<file path="src/rtl/ni_response_builder.sv">
// Network-interface response packetizer: turns a pending target response into
// a header flit plus either read-data body/tail flits or a single write-ack tail.
`ifndef SOURCEWD
`define SOURCEWD 8
`endif

module ni_response_builder #(
  parameter int SOURCEWD = `SOURCEWD,
  parameter int DATAWD   = 32,
  parameter int FLITWD   = 34,
  parameter int MAXBURST = 8
) (
  input  logic                clk,
  input  logic                rst,
  input  logic                full_response,
  input  logic                packet_type_is_read,
  input  logic [SOURCEWD-1:0] transaction_target,
  input  logic                resp_valid,
  input  logic [DATAWD-1:0]   resp_data,
  input  logic                resp_last,
  output logic                resp_accept,
  output logic [FLITWD-1:0]   flit_out,
  output logic                flit_valid,
  input  logic                flit_stall,
  output logic                processing_response,
  output logic                transaction_complete,
  output logic [SOURCEWD-1:0] message_source,
  output logic                burst_overrun,
  output logic [2:0]          fsm_state
);

  localparam int CNTWD = $clog2(MAXBURST) + 1;

  typedef enum logic [2:0] {
    IDLE    = 3'd0,
    HEADER  = 3'd1,
    PAYLOAD = 3'd2,
    WACK    = 3'd3,
    DONE    = 3'd4
  } state_t;

  state_t              state, state_next;
  logic [SOURCEWD-1:0] target_q;
  logic                is_read_q;
  logic [CNTWD-1:0]    beat_cnt;
  logic                overrun_q;
  logic                at_limit;
  logic                is_tail;
  logic                beat_take;

  // Handshakes: a read beat moves when resp_valid && resp_accept; a flit moves
  // when flit_valid && !flit_stall. In PAYLOAD both describe the same event.
  assign at_limit  = (beat_cnt == CNTWD'(MAXBURST - 1));
  assign is_tail   = resp_last | at_limit;
  assign beat_take = (state == PAYLOAD) & resp_valid & ~flit_stall;

  always_ff @(posedge clk or negedge rst) begin
    if (!rst) begin
      state     <= IDLE;
      target_q  <= '0;
      is_read_q <= 1'b0;
      beat_cnt  <= '0;
      overrun_q <= 1'b0;
    end else begin
      state <= state_next;
      if (state == IDLE) begin
        beat_cnt <= '0;
        if (full_response) begin
          target_q  <= transaction_target;
          is_read_q <= packet_type_is_read;
        end
      end else if (beat_take) begin
        beat_cnt <= beat_cnt + CNTWD'(1);
      end
      // Sticky: the target kept streaming past the packet size limit.
      if (beat_take && at_limit && !resp_last) begin
        overrun_q <= 1'b1;
      end
    end
  end

  always_comb begin
    state_next           = state;
    flit_out             = '0;
    flit_valid           = 1'b0;
    resp_accept          = 1'b0;
    transaction_complete = 1'b0;
    message_source       = '0;
    case (state)
      IDLE: begin
        if (full_response) state_next = HEADER;
      end
      HEADER: begin
        flit_valid                   = 1'b1;
        flit_out[FLITWD-1:FLITWD-2]  = 2'b01;
        flit_out[FLITWD-3]           = is_read_q;
        flit_out[SOURCEWD-1:0]       = target_q;
        if (!flit_stall) state_next  = is_read_q ? PAYLOAD : WACK;
      end
      PAYLOAD: begin
        resp_accept                  = ~flit_stall;
        flit_valid                   = resp_valid;
        flit_out[FLITWD-1:FLITWD-2]  = is_tail ? 2'b11 : 2'b10;
        flit_out[DATAWD-1:0]         = resp_data;
        if (beat_take && is_tail) state_next = DONE;
      end
      WACK: begin
        flit_valid                   = 1'b1;
        flit_out[FLITWD-1:FLITWD-2]  = 2'b11;
        if (!flit_stall) state_next  = DONE;
      end
      DONE: begin
        transaction_complete = 1'b1;
        message_source       = target_q;
        state_next           = IDLE;
      end
      default: state_next = IDLE;
    endcase
  end

  assign processing_response = (state != IDLE);
  assign burst_overrun       = overrun_q;
  assign fsm_state           = state;

endmodule

</file>
<file path="config.mk">
export PLATFORM = sky130hd
export DESIGN_NAME = ni_response_builder
export DESIGN_NICKNAME = d
export VERILOG_FILES = /design/src/rtl/ni_response_builder.sv
export SDC_FILE = /design/constraint.sdc
export NUM_CORES = 1
export LEC_CHECK = 0
export BUFFER_PORTS_ARGS = -buffer_cell sky130_fd_sc_hd__buf_2
export CAP_MARGIN = 20
export CORE_MARGIN = 5
export CORE_UTILIZATION = 35
export DETAILED_ROUTE_END_ITERATION = 6
export PLACE_DENSITY = 0.79
export SETUP_SLACK_MARGIN = 0.2
export SYNTH_ARGS = -nofsm -noshare
export SYNTH_HDL_FRONTEND = slang
export SYNTH_SLANG_ARGS = --single-unit
</file>
<file path="constraint.sdc">
create_clock -name clk -period 3 [get_ports clk]
set_clock_uncertainty 0.1 [all_clocks]
set_input_delay 0.6 -clock clk [delete_from_list [all_inputs] [get_ports clk]]
set_output_delay 0.6 -clock clk [all_outputs]
set_load 0.05 [all_outputs]
</file>
# [Yosys cells after proc, flatten, opt, wreduce, memory -nomap -nowiden]
# Cells that the tools add are included.
[totals] register_bits=17 output_inout_bits=50 elab_cells=46
[op_classes] add_sub_neg=1 eq_ne=9 mux=17 bitwise=4 n_reduce_logical=10
[op_table] cell="$mux 23" count=1
[op_table] cell="$pmux 8 s2" count=1
[op_table] cell="$mux 3" count=4
[op_table] cell="$pmux 3 s4" count=1
[op_table] cell="$mux 4" count=2
[op_table] cell="$mux 8" count=1
[op_table] cell="$eq 3x2->1 const B" count=2
[op_table] cell="$ne 2x2->1 const B" count=3
[op_table] cell="$pmux 2 s3" count=1
[op_table] cell="$add 4x1->4 const B" count=1
[op_table] cell="$eq 4x3->1 const B" count=1
[op_table] cell="$mux 1" count=4
[op_table] cell="$pmux 1 s2" count=2
[op_table] cell="$reduce_and 4->1" count=1
[op_table] cell="$eq 3x1->1 const B" count=1
[op_table] cell="$eq 3x3->1 const B" count=1
[op_table] cell="$logic_and 1x1->1" count=3
[op_table] cell="$logic_not 3->1" count=1
[op_table] cell="$reduce_bool 3->1" count=1
[op_table] cell="$and 1x1->1" count=2
[op_table] cell="$ne 2x1->1 const B" count=1
[op_table] cell="$reduce_and 2->1" count=1
[op_table] cell="$reduce_bool 2->1" count=1
[op_table] cell="$reduce_or 2->1" count=1
[op_table] cell="3 further kinds" count=3

# [Logic depth before layout (Yosys ltp)]
[depth] depth_word=6 mapped_depth=5 mapped_depth_nobuf=4

# [Worst setup path after synthesis]
# OpenSTA, ideal clock, no wires.
[synth_path] path_type="flip-flop to output port" start="register state[0] (netlist: fsm_state[0])" end="output flit_out[32]" arrival_ns=2.380 required_ns=2.300 setup_slack_ns=-0.080 stages_incl_launch_ff=5 path_buffers=2 path_cell_list="dfrtp_1 > clkbuf_1 > nor2_1 > clkbuf_1 > a211oi_1"
[synth_via] elab_chain_cells=2 word_cells_on_any_way=4 classes_between="3 x eq/ne; 1 x mux"
[synth_rtl] item="start: declaration" line_no="42" source="state_t state, state_next;"
[synth_rtl] item="start signal: assignment" line_no="65" source="state <= state_next;"
[synth_rtl] item="$eq 3x2->1 or $eq 3x1->1 (tied branches)" line_no="89" source="case (state)"
[synth_rtl] item="$pmux 2 s3 *" line_no="89"
[synth_rtl] item="end: declaration" line_no="22" source="output logic [FLITWD-1:0] flit_out,"
# Mark *: on every way between the ends. The rest lies on a longest branch, timed or not.

# [Worst setup path after layout]
[layout_path] start="register state[0] (netlist: fsm_state[0])" end="output flit_out[29]"
[layout_via] elab_chain_cells=2
[layout_rtl] item="$eq 3x2->1" line_no="89"
[layout_rtl] item="$mux 23" line_no="89"
# No other way between the ends.

==> reports/summary.md <==
The number of violations reported at the end of detailed-routing iteration 0 came out at 48. The leading cell type by number of instances after synthesis is and2_1. The period utilization is 86.9%, and the synthesized instance count is 130.

The CTS clock-pin slew for the worst setup and hold paths was 0.10 ns; the number of top-level design ports was 97. The worst hold path belongs to the class in -> async. After detailed routing, the number of remaining DRC violations is 0. For the initial antenna violation count, the log shows 0. The critical path endpoint is flit_out[29]. The logs give 0 for the number of hold violations in the final report and 1 for the depth of the CTS H-tree.

The tools report the max-slew violation total from the final report as 0. The run finished with clean final reports. For the worst-skew pair, the clock arrives at the later sink with an insertion delay of 0.29 ns. The largest vdd supply drop was 0.000588 V. The number of register bits inferred by synthesis was 17. Via count of the first global-routing pass: 1264.

The peak fanout along the critical path came out at 15. The floorplan step set the die width to 67.0 µm. The kind of cell adding the most delay to the critical path is simple AND/OR/NAND/NOR gates. For this run, the slowest stage of the critical path takes 0.54 ns.

In this run the remaining antenna-violating nets after routing total 0. Among all flip-flop cells after synthesis, the most frequent one is dfrtp_1. Root buffer cell: clkbuf_4. The clock net in this run drives a total of 17 sinks. The first global-routing pass estimated 5.80 mm of wire. The footprint of the flip-flops and latches came out at 425 µm².

In this run the worst setup path begins at fsm_state[0]. After filler insertion, the fill cell instance count of the layout stands at 314. The number of flops mapped to enable cells by yosys is 0. The initialized floorplan defines 20 standard-cell rows. Number of failing setup endpoints in the final timing report: 0. Pre-CTS worst setup slack: 0.599 ns. Setup repair after global routing left no endpoint under its margin. The port buffer count is 96.

The run gives 2.30 ns as the required arrival time at the worst endpoint. The repair_antennas step left the layout with diodes totalling 0. Summed instance area of the synthesized netlist: 1140 µm². STA classifies the critical path endpoint as a primary output. Start-to-end type of the worst setup path: reg -> out. The worst path meets setup with 0.393 ns of slack.

The peak clock frequency supported by timing was 384 MHz; the die height was 67.0 µm. The number of placed instances, taps included, is 260. TritonCTS built the clock tree. The total detailed-routing wirelength came out at 3.71 mm. The final critical path time including I/O delays and setup came out at 2.61 ns.

The core region is 3080 µm². After detailed routing, the number of vias per cell comes to 4.89. The largest individual stage delay along the critical path comes from the cell dfrtp_1. The number of buffers added by the clock tree synthesis step is 3, and the final RePlAce weighted congestion is 0.884. The worst setup path is launched from a flop. In this run the tightest slew margin relative to its limit is 58.2%. The critical path contains buffers and inverters numbering 2 combined. A synthesized cell averages 8.75 µm². On the final layout, the worst hold slack is 0.104 ns.

Walking the worst path, the cells encountered are nor3b_4 > buf_4 > and2_1 > buf_2. Minimum setup slack among reg-to-reg paths: 0.97 ns. The final route contains 1292 vias.

The slew of the pin with the lowest slew margin was 0.625 ns. dfrtp_1 takes more of the synthesized area than any other cell. The tools report the count of TritonRoute iterations in the first routing pass as 4.

For the final routed database, the setup TNS stands at 0 ns. By area the synthesized netlist is led by dfrtp_1, and2_1, a22oi_1. The startpoint identified for the worst register-to-register timing path is fsm_state[2]. Entering global routing, the biggest net connects 27 pins. Starting utilization of the core area: 37.0%. Summing all multi-input logic gate instances after layout gives 664 µm². In the final layout, the share of cells above drive strength 1 is 50.5%. After detailed routing, the average wire length per cell comes to 14.0 µm. The analysis attributes to cell leakage a power of 0.000969 µW.

The depth of the worst register-to-register path works out to 4. Endpoint of the most critical register-to-register path: beat_cnt[3]. Detailed placement finished with a half-perimeter wire length of 3.06 mm. Global routing used 16.9% of the available tracks across all layers.

In this run, post-CTS hold repair placed 0 buffers. Data on the critical path arrives at its endpoint at 1.91 ns. The area share of the largest cell type after synthesis works out to 37.4%.

The area growth from synthesis to final layout is 47.6%. The power density of the placed cells is 1170 nW/µm², and the async set-reset flop share out of synthesis is 100%. Counting instances in the post-synthesis netlist gives the leading cell types as and2_1, dfrtp_1, nor2_1. Sequential elements use 37.4% of the synthesized area.

Excluding fillers, the count of instances in the completed layout stands at 264. The number of nets handed over by synthesis was 178. The Yosys step of the flow raised 0 warnings. The floorplan step defined a die boundary enclosing 4490 µm². Counting distinct cell types in the post-synthesis netlist gives 31. The max-capacitance violation count was 0; the number of cells on the critical path was 4.

After global routing the overflow that remains totals 0. The final layout contains 269 nets. Maximum buffer depth of the clock tree: 2.
[logic make-up (layout without fill, tap and decap cells)]
group | Yosys count | after routing | synth area share, %
AND/OR/NAND/NOR | 63 | 63 | 31.9
adder cells (fa/ha/maj) | 1 | 1 | 1.10
AO/OA/AOI/OAI | 24 | 24 | 14.0
buffers and inverters | 15 | 105 | 5.83
multiplexers | 10 | 10 | 9.79
flip-flops | 17 | 17 | 37.4
[layer usage]
metal	GRT usage, %	vias to the layer above	wire length (µm)
li1	-	636	-
met1	20.4	600	1440
met2	30.1	54	2010
met3	3.71	2	228
met4	3.80	0	27
met5	0	-	0
[what timing repair did]
item,CTS,global route
setup buffers,0,0
gates resized for setup,0,2
setup endpoints to repair,0,18
[per-stage QoR]
step,area [µm²],util [%],total power (µW)
floorplan,1140,-,1540
global placement,1640,53.4,1830
detailed placement,1640,53.4,1850
CTS,1670,54.3,1970
global route,1680,54.6,2090
finish,1680,54.6,1970
[final cells by class]
cell class / instances / share of cell area, %
timing repair buffer: 98 / 29.5
inverter: 3 / 0.671
sequential: 17 / 25.3
clock buffer: 3 / 1.34
tap: 44 / 3.28
clock inverter: 1 / 0.298
multi-input combinational: 98 / 39.6
[state kept, by name (all words and copies together) (netlist names)]
register and cells:
target_q 8, beat_cnt 4, fsm_state 3, burst_overrun 1, is_read_q 1
[placed cells by master, fill, tap and decap left out, types with 2 or more instances in the layout]
master and instances:
nand4_1 2, a22oi_1 9, o31ai_1 2, a21oi_1 7
nor3_1 2, buf_4 2, nand2_1 2, and3_1 8
mux2_1 3, nor2_1 13, buf_2 96, inv_1 3
o21ai_0 2, and2_1 26, mux2_2 6, clkbuf_4 3
dfrtp_1 17
[worst min-delay path by stage]
stage | startpoint | end | slack (ns) | cells past startpoint
after floorplan | rst | beat_cnt[0] | 0.20 | 0
after global routing | rst | target_q[5] | 0.12 | 1
after CTS | rst | target_q[2] | 0.11 | 1
after detailed placement | burst_overrun | burst_overrun | 0.35 | 2
final | rst | target_q[5] | 0.10 | 1
after global placement | burst_overrun | burst_overrun | 0.35 | 2
[report_power, final]
| group | internal, µW | switching (µW) |
|---|---|---|
| Sequential | 314 | 97.6 |
| Combinational | 373 | 1060 |
| Clock | 49.7 | 73.6 |
| Total | 736 | 1230 |
[worst register-to-register path: stages, from the launching register on]
cell	delay (ns)
dfrtp_1	0.43
buf_4	0.23
or3b_1	0.51
or4_1	0.54
a21oi_1	0.16
Power figures use the tool's default switching activity.
